<file path="config.mk">
export PLATFORM = sky130hd
export DESIGN_NAME = comparator_32_bit_sequential
export DESIGN_NICKNAME = d
export VERILOG_FILES = /design/src/rtl/comparator_pkg.sv /design/src/rtl/comparator_digit.sv /design/src/rtl/comparator_32_bit_sequential.sv
export SDC_FILE = /design/constraint.sdc
export NUM_CORES = 1
export LEC_CHECK = 0
export ABC_AREA = 1
export CORE_ASPECT_RATIO = 1.25
export CORE_MARGIN = 4
export CORE_UTILIZATION = 46
export DETAILED_ROUTE_END_ITERATION = 6
export GPL_TIMING_DRIVEN = 0
export PLACE_DENSITY_LB_ADDON = 0.3
export SLEW_MARGIN = 0
export SYNTH_ARGS = -nofsm -noshare
export SYNTH_HDL_FRONTEND = slang
export SYNTH_SLANG_ARGS = --single-unit
</file>
<file path="constraint.sdc">
create_clock -name Clk_In -period 1.8 [get_ports Clk_In]
set_input_delay 0.36 -clock Clk_In [delete_from_list [all_inputs] [get_ports Clk_In]]
set_output_delay 0.36 -clock Clk_In [all_outputs]
set_load 0.01 [all_outputs]
</file>
<file path="src/rtl/comparator_pkg.sv">
// Shared definitions for the digit-serial magnitude comparator: FSM state
// encoding, digit-count derivation and the {gt, eq, lt} flag triple.
package comparator_pkg;

    typedef enum logic [1:0] {
        IDLE    = 2'd0,
        COMPARE = 2'd1,
        DONE    = 2'd2
    } state_e;

    localparam int DATA_WIDTH_DEFAULT  = 32;
    localparam int DIGIT_WIDTH_DEFAULT = 8;

    // Number of digits walked per operation; the digit width must divide
    // the operand width exactly.
    function automatic int num_digits(input int data_width, input int digit_width);
        return data_width / digit_width;
    endfunction

    // Width of the digit index register, never narrower than one bit.
    function automatic int idx_width(input int n_digits);
        return (n_digits > 1) ? $clog2(n_digits) : 1;
    endfunction

    localparam int NUM_DIGITS_DEFAULT = num_digits(DATA_WIDTH_DEFAULT, DIGIT_WIDTH_DEFAULT);
    localparam int IDX_WIDTH_DEFAULT  = idx_width(NUM_DIGITS_DEFAULT);

    // Result flags, most significant field first: {gt, eq, lt}.
    typedef struct packed {
        logic gt;
        logic eq;
        logic lt;
    } flags_t;

    localparam flags_t FLAGS_NONE = 3'b000;

endpackage

</file>
<file path="src/rtl/comparator_digit.sv">
// Combinational unsigned compare of one digit, producing a one-hot
// {gt, eq, lt} triple.
module comparator_digit
    import comparator_pkg::*;
#(
    parameter int DIGIT_WIDTH = 8
) (
    input  logic [DIGIT_WIDTH-1:0] digit_a_i,
    input  logic [DIGIT_WIDTH-1:0] digit_b_i,
    output flags_t                 result_o
);

    assign result_o.gt = (digit_a_i >  digit_b_i);
    assign result_o.eq = (digit_a_i == digit_b_i);
    assign result_o.lt = (digit_a_i <  digit_b_i);

endmodule

</file>
<file path="src/rtl/comparator_32_bit_sequential.sv">
// Registered digit-serial magnitude comparator with start/ready/done
// handshake. One digit per enabled clock, most significant digit first.
// Optional build macro COMPARATOR_SEQ_EARLY_EXIT_EN: finish at the first
// differing digit instead of always walking every digit.
module comparator_32_bit_sequential
    import comparator_pkg::*;
#(
    parameter int DATA_WIDTH  = DATA_WIDTH_DEFAULT,
    parameter int DIGIT_WIDTH = DIGIT_WIDTH_DEFAULT
) (
    input  logic                  Clk_In,
    input  logic                  Reset_In,
    input  logic                  Enable_In,
    input  logic                  Start_In,
    output logic                  Ready_Out,
    input  logic [DATA_WIDTH-1:0] Data_A_In,
    input  logic [DATA_WIDTH-1:0] Data_B_In,
    output logic                  Done_Out,
    output logic                  A_gt_B_Out,
    output logic                  A_eq_B_Out,
    output logic                  A_lt_B_Out
);

    localparam int NUM_DIGITS = num_digits(DATA_WIDTH, DIGIT_WIDTH);
    localparam int IDX_W      = idx_width(NUM_DIGITS);

    localparam logic [IDX_W-1:0] LAST_IDX = IDX_W'(NUM_DIGITS - 1);
    localparam logic [IDX_W-1:0] IDX_ONE  = IDX_W'(1);

    state_e                  state_q, state_d;
    logic [IDX_W-1:0]        idx_q, idx_d;
    logic [DATA_WIDTH-1:0]   a_q, a_d;
    logic [DATA_WIDTH-1:0]   b_q, b_d;
    flags_t                  flags_q, flags_d;
`ifndef COMPARATOR_SEQ_EARLY_EXIT_EN
    // First differing digit's verdict, kept while the remaining digits are
    // walked so later equal digits cannot overwrite it.
    logic                    dec_q, dec_d;
    flags_t                  pend_q, pend_d;
`endif

    // Slice the captured operands into digits for index-based selection.
    logic [DIGIT_WIDTH-1:0]  a_dig [NUM_DIGITS];
    logic [DIGIT_WIDTH-1:0]  b_dig [NUM_DIGITS];

    for (genvar gi = 0; gi < NUM_DIGITS; gi++) begin : g_digits
        assign a_dig[gi] = a_q[gi*DIGIT_WIDTH +: DIGIT_WIDTH];
        assign b_dig[gi] = b_q[gi*DIGIT_WIDTH +: DIGIT_WIDTH];
    end

    flags_t digit_res;

    comparator_digit #(
        .DIGIT_WIDTH (DIGIT_WIDTH)
    ) u_digit (
        .digit_a_i (a_dig[idx_q]),
        .digit_b_i (b_dig[idx_q]),
        .result_o  (digit_res)
    );

    // Next-state logic: capture, digit walk, and one-cycle result window.
    always_comb begin
        state_d = state_q;
        idx_d   = idx_q;
        a_d     = a_q;
        b_d     = b_q;
        flags_d = flags_q;
`ifndef COMPARATOR_SEQ_EARLY_EXIT_EN
        dec_d   = dec_q;
        pend_d  = pend_q;
`endif
        case (state_q)
            IDLE: begin
                if (Start_In) begin
                    a_d     = Data_A_In;
                    b_d     = Data_B_In;
                    idx_d   = LAST_IDX;
`ifndef COMPARATOR_SEQ_EARLY_EXIT_EN
                    dec_d   = 1'b0;
                    pend_d  = FLAGS_NONE;
`endif
                    state_d = COMPARE;
                end
            end
            COMPARE: begin
`ifdef COMPARATOR_SEQ_EARLY_EXIT_EN
                // A differing digit or the last equal digit decides; the
                // digit result triple is already the final flag value.
                if (!digit_res.eq || (idx_q == '0)) begin
                    flags_d = digit_res;
                    state_d = DONE;
                end else begin
                    idx_d = idx_q - IDX_ONE;
                end
`else
                if (!digit_res.eq && !dec_q) begin
                    dec_d  = 1'b1;
                    pend_d = digit_res;
                end
                // At digit 0 the remembered verdict wins; otherwise every
                // digit matched so far and this digit settles it.
                if (idx_q == '0) begin
                    flags_d = dec_q ? pend_q : digit_res;
                    state_d = DONE;
                end else begin
                    idx_d = idx_q - IDX_ONE;
                end
`endif
            end
            DONE: begin
                state_d = IDLE;
            end
            default: begin
                state_d = IDLE;
            end
        endcase
    end

    // State registers; reset wins, a low enable freezes everything.
    always_ff @(posedge Clk_In) begin
        if (Reset_In) begin
            state_q <= IDLE;
            idx_q   <= '0;
            a_q     <= '0;
            b_q     <= '0;
            flags_q <= FLAGS_NONE;
`ifndef COMPARATOR_SEQ_EARLY_EXIT_EN
            dec_q   <= 1'b0;
            pend_q  <= FLAGS_NONE;
`endif
        end else if (Enable_In) begin
            state_q <= state_d;
            idx_q   <= idx_d;
            a_q     <= a_d;
            b_q     <= b_d;
            flags_q <= flags_d;
`ifndef COMPARATOR_SEQ_EARLY_EXIT_EN
            dec_q   <= dec_d;
            pend_q  <= pend_d;
`endif
        end
    end

    assign Ready_Out  = (state_q == IDLE);
    assign Done_Out   = (state_q == DONE);
    assign A_gt_B_Out = flags_q.gt;
    assign A_eq_B_Out = flags_q.eq;
    assign A_lt_B_Out = flags_q.lt;

endmodule

</file>
==> flow_summary.yaml, run 1 <==
power_and_ir_drop:
  powerDensity_nw_per_um2: 895.0
  fin_total_pwr_mw: 4.263
  ir_worst_vdd_mv: 0.5460
  power.leakage_nw: 1.895
worst_setup_path:
  r2r_start: "idx_q[0]"
  cp.required_ps: 2080
  worst-path-max-fanout: 6
  reg2reg_to: "pend_q[2]"
  reg2reg_slack_ps: -220
  start_kind: "flop"
  ff2ff_path_depth: 12
  arrival_ps: 2300
  crit_type: "flop to flop"
  worst_setup_path_end_kind: "flop"
  cp_slowest_cell: "dfxtp_2"
  path_common_cell: "nand2_2"
  path_cells: "buf_6 -> clkbuf_8 -> nand2_1 -> a32o_1 -> ha_1 -> nand2_2 -> nor2_4 -> nand2_2 -> nand2_4 -> nor3_4 -> nand3_1 -> a21oi_1"
  critPathMaxStageDelay_ps: 330
synthesis:
  syn-cell-area_um2: 3407
  synth_top_family_by_area: "simple AND/OR/NAND/NOR gates"
  synth_fa_ha_area_frac: 0.03305
  yosysMostFrequentCell: "nor2_1"
  yosys.area_share.simple: 0.2354
  ys_seq_area_frac: 0.4407
  syn_inst: 468
  yosysTopAreaCellShare: 0.4407
  synth_seq_cells: 75
  synth_area_leader_cell: "dfxtp_1"
  ys_warn_count: 0
  syn-num-nets: 545
  synthArstFlopShare: 0
  synth-compound-area-share: 0.1994
  synthTopCellsByCount: "152 x nor2_1, 75 x dfxtp_1, 60 x o21ai_1"
  synth.distinct_cells: 23
  avgSynthCellArea_um2: 7.280
  synth_edf_count: 0
  ys.flop_type: "dfxtp_1"
  synth.top_cells.by_area: "dfxtp_1 44%, nor2_1 17%, o21ai_1 8.8%, nand2_1 5.3%, buf_6 4.6%"
  synthXorXnorAreaFrac: 0
  yosys-mux-area-fraction: 0
placed_design:
  dpl-instance-area_um2: 4284
  io_buffers: 71
  gp_congestion: 0.8662
  post-place-ws_ps: -456.3
  dp_hpwl_um: 6703
finish:
  multi_input_area_um2: 1779
  area_growth_pct: 39.81
  post-route-util: 0.6705
  nNetsFinal: 632
  fin_area_um2: 4763
  diodes: 0
  seqCellArea_um2: 1508
  fillers: 571
  layout-drive-gt1-share: 0.1714
detailed_routing:
  wirelength_um: 9426
  dr.pass1.iters: 4
  route.detailed.drc: 0
  vias: 3380
  ant_nets: 0
  routed_via_density: 5.200
  drt_iter0_markers: 154
  wire_per_inst_um: 14.50
global_route:
  grt_overflow: 0
  gr-usage-all-layers: 0.2054
  grt_pass1_vias: 3244
  grt_max_degree: 14
  grt_pass1_wl_um: 14600
  antenna_found_initial: 0
die:
  ioPinCount: 73
  die_width_um: 84.98
  die_y_um: 104.2
  start_util: 0.4796
  row_count: 34
  core_um2: 7104
  die_area_um2: 8856
clock_tree:
  insertion_delay_ps: 360
  clockBufferDepth: 2
  cts.clk_slew.worst_paths_ps: 80
  cts-root-buf: "clkbuf_8"
  htreeDepth: 3
  clkSinkCount: 75
  cts_inserted_buffers: 9
  tritoncts: "built"
sta:
  setup_viol: 7
  finalCriticalPeriod_ps: 2020
  hold_viol: 0
  rsz0062_at_grt: "yes"
  worst_slack_ps: -220.0
  maxSlewViolCount: 0
  max_freq_mhz: 495.1
  min_period_over_period: 1.122
  skew_ps: 10.53
  slew_headroom: 0.7695
  tns_ps: -1232
  worst_pin_slew_ps: 345.7
status:
  status: "complete, but fails checks"
  violations: "setup timing"
min_path:
  hold_path_end: "pend_q[0]"
  worstHoldPathCells: 2
  hold_start: "Reset_In"
  hp-class: "primary input to flop"
flow_run:
  max_cap_violations: 0
## final cells by class
cell class / instances / share of cell area
Timing Repair Buffer: 76 / 0.1589
Multi-Input combinational cell: 341 / 0.3735
Inverter: 21 / 0.02049
Buffer: 31 / 0.06541
Sequential cell: 75 / 0.3165
Clock buffer: 11 / 0.03415
Tap cell: 90 / 0.02364
Clock inverter: 5 / 0.007355
## per-layer routing
| metal | share of wire | vias up | track usage |
|---|---|---|---|
| li1 | - | 1708 | - |
| met1 | 0.38 | 1541 | 0.2273 |
| met2 | 0.53 | 104 | 0.3594 |
| met3 | 0.058 | 27 | 0.04279 |
| met4 | 0.032 | 0 | 0.1120 |
| met5 | 0 | - | 0 |
## flip-flops by register name, indices dropped and copies added, names as in the netlist
| register | count |
|---|---|
| dec_q | 1 |
| A_gt_B_Out | 1 |
| A_lt_B_Out | 1 |
| pend_q | 3 |
| A_eq_B_Out | 1 |
| b_q | 32 |
| state_q | 2 |
| idx_q | 2 |
| a_q | 32 |
## what timing repair did
action | 4_1_cts | 5_1_grt
setup endpoints to repair | 9 | 7
cloned | 3 | 0
pin swaps | 20 | 12
setup buffers | 2 | 0
hold buffers | 0 | 0
resized for setup | 41 | 37
## through the flow
step                instances  hold WS (ps)
floorplan                 468         417.0
global placement          629         429.9
detailed placement        629         429.6
CTS                       650         262.4
global route              650         292.1
finish                    650         279.0
## how the worst max path moves through the flow
stage	from	end	slack (ps)
floorplan	idx_q[0]	dec_q	-10
global placement	idx_q[1]	pend_q[2]	-370
detailed placement	idx_q[1]	pend_q[2]	-460
CTS	idx_q[0]	pend_q[0]	-170
global route	idx_q[0]	pend_q[2]	-330
finish	idx_q[0]	pend_q[2]	-220
## cell families (layout without fill, tap and decap cells)
logic type	Yosys count	after routing
compound gates	125	125
flops	75	75
simple gates	207	207
fa+ha+maj	9	9
buf+inv	52	144
## critical path: cells and delay by family, from the launching register on
family          cells  cell delay, ps
compound gates      2             420
flops               1             330
fa+ha+maj           1             310
simple gates        7             610
buf+inv             2             290
## cells in the final DEF, fill, tap and decap left out, drive strengths merged
cell and n:
buf 27, nor3 1, dfxtp 75, a32o 8, o22ai 8, o21ai 85
dlygate4sd2 2, clkinvlp 1, inv 18, clkdlybuf4s50 69, clkbuf 20, nor2 153
a31oi 1, nand2 48, o21a 1, clkinv 7, ha 9, a21oi 22
nand3 5
## where the power goes
group / switching, mW / total, mW / internal, mW
Clock: 0.639 / 1.26 / 0.622
Combinational: 0.587 / 1.14 / 0.551
Sequential: 0.0836 / 1.87 / 1.78
No activity file was read; power rests on OpenSTA's default activity.
==> run 2: changes to the inputs <==
CORE_UTILIZATION = 50   (was 46)
GPL_ROUTABILITY_DRIVEN = 1   (was default)
clock period = 2 ns   (was 1.8 ns; I/O delays follow)
==> flow_summary.yaml, run 2 (synthesis results as in run 1) <==
status:
  status: "complete, but fails checks"
  violations: "setup timing"
clock_tree:
  htreeDepth: 3
  hold_buffers: 0
  clockBufferDepth: 2
  clkSinkCount: 75
  tritoncts: "built"
  cts_inserted_buffers: 9
  cts-root-buf: "clkbuf_8"
  cts.clk_slew.worst_paths_ps: 80
  insertion_delay_ps: 360
placed_design:
  dp_hpwl_um: 6589
  io_buffers: 71
  placedCellCount: 626
  gp_congestion: 0.8746
detailed_routing:
  vias: 3580
  drt_iter0_markers: 379
  route.detailed.drc: 0
  wire_per_inst_um: 16.21
  wirelength_um: 10540
  routed_via_density: 5.508
  ant_nets: 0
  dr.pass1.iters: 5
finish:
  nNetsFinal: 635
  diodes: 0
  final_cell_mix: "142 x nor2_1, 73 x dfxtp_1, 71 x clkdlybuf4s50_1"
  top_regs: "a_q (32), b_q (32), pend_q (3)"
  post-route-util: 0.7381
  fin_cells: 650
  final_common_cell: "nor2_1"
  layout-drive-gt1-share: 0.1954
  area_growth_pct: 43.11
  fillers: 485
global_route:
  gr-usage-all-layers: 0.2406
  grt_max_degree: 14
  grt_pass1_vias: 3378
  grt_overflow: 0
  grt_pass1_wl_um: 15110
  antenna_found_initial: 0
worst_setup_path:
  worst-path-max-fanout: 10
  arrival_ps: 2380
  start_kind: "flop"
  crit_buf_inv: 3
  critPathMaxStageDelay_ps: 330
  path_cells: "buf_8 -> buf_8 -> o21ai_0 -> o22ai_2 -> ha_4 -> nand2_2 -> nor2_4 -> buf_4 -> nand2_1 -> nand2_2 -> nand3_1 -> a21oi_1"
  critical_path.top_delay_family: "compound AO/OA/AOI/OAI gates"
  worst_setup_path_end_kind: "flop"
  cp.required_ps: 2290
  cp_slowest_cell: "dfxtp_2"
  crit_type: "flop to flop"
sta:
  max_freq_mhz: 478.6
  maxSlewViolCount: 0
  tns_ps: -445.8
  slew_headroom: 0.7574
  min_period_over_period: 1.045
  worst_pin_slew_ps: 363.9
  whs_ps: 317.3
  skew_ps: 9.288
  hold_viol: 0
  setup_viol: 7
  finalCriticalPeriod_ps: 2089
  rsz0062_at_grt: "yes"
  worst_slack_ps: -89.50
power_and_ir_drop:
  powerDensity_nw_per_um2: 851.8
  ir_worst_vdd_mv: 0.5365
  p_int_mw: 2.888
  power_frac_clock: 0.320
  comb_power_share: 0.275
  fin_total_pwr_mw: 4.153
  sw_frac_of_total: 0.3046
  pwr-share-seq: 0.405
  power.leakage_nw: 1.930
  power_switching_mw: 1.265
die:
  row_count: 33
  ioPinCount: 73
  start_util: 0.5157
  core_um2: 6606
  die_y_um: 100.3
  die_width_um: 81.83
  die_area_um2: 8207
min_path:
  hp-class: "primary input to flop"
flow_run:
  max_cap_violations: 0
==> run 2: cell type report <==
type                       count  area, um2  area share
buffer                        31      306.5     0.06287
timing repair buffer          79      789.5      0.1619
clock buffer                  10      137.6     0.02823
multi-input combinational    341       1841      0.3775
tap                           87      108.9     0.02232
sequential                    75       1506      0.3090
inverter                      21      97.59     0.02002
clock inverter                 6      88.84     0.01822
==> run 2: path summary, 6_finish.rpt <==
path | end | cells after the start | start | slack, ps
max | pend_q[2] | 12 | idx_q[0] | -90
min | dec_q | 2 | Reset_In | 320
max reg2reg | pend_q[2] | 12 | idx_q[0] | -90
min reg2reg | pend_q[1] | 2 | pend_q[1] | 450
==> run 2: power by group through the flow <==
stage | logic (mW) | clock network, mW | registers (mW)
finish | 1.14 | 1.33 | 1.68
global placement | 0.782 | 0 | 1.70
global route | 1.24 | 1.39 | 1.69
floorplan | 0.534 | 0 | 1.68
CTS | 0.948 | 1.31 | 1.67
detailed placement | 0.809 | 0 | 1.71
==> run 2: per-stage QoR <==
step	area (um2)	setup slack [ps]
2_1_floorplan	3411	8.178
3_3_place_gp	4230	-333.1
3_5_place_dp	4230	-410.0
4_1_cts	4668	2.260
5_1_grt	4876	-210.3
6_report	4876	-89.50
==> run 2: repair_timing <==
item,CTS,global route
setup endpoints to repair,8,7
setup buffers,3,2
pin swaps,14,15
gates cloned,3,0
resized for setup,52,53
==> run 2: routing by layer <==
metal	share of wire	vias to the layer above	track usage
met5	0	-	0
met4	0.055	0	0.1471
met3	0.070	56	0.03770
met2	0.51	186	0.4207
met1	0.37	1619	0.2666
li1	-	1719	-
==> run 3: changes to the inputs <==
HOLD_SLACK_MARGIN = 0.05   (was default)
SLEW_MARGIN = default   (was 0)
==> results of run 3 <==
Final layout, timing and power as in run 2 (identical DEF).
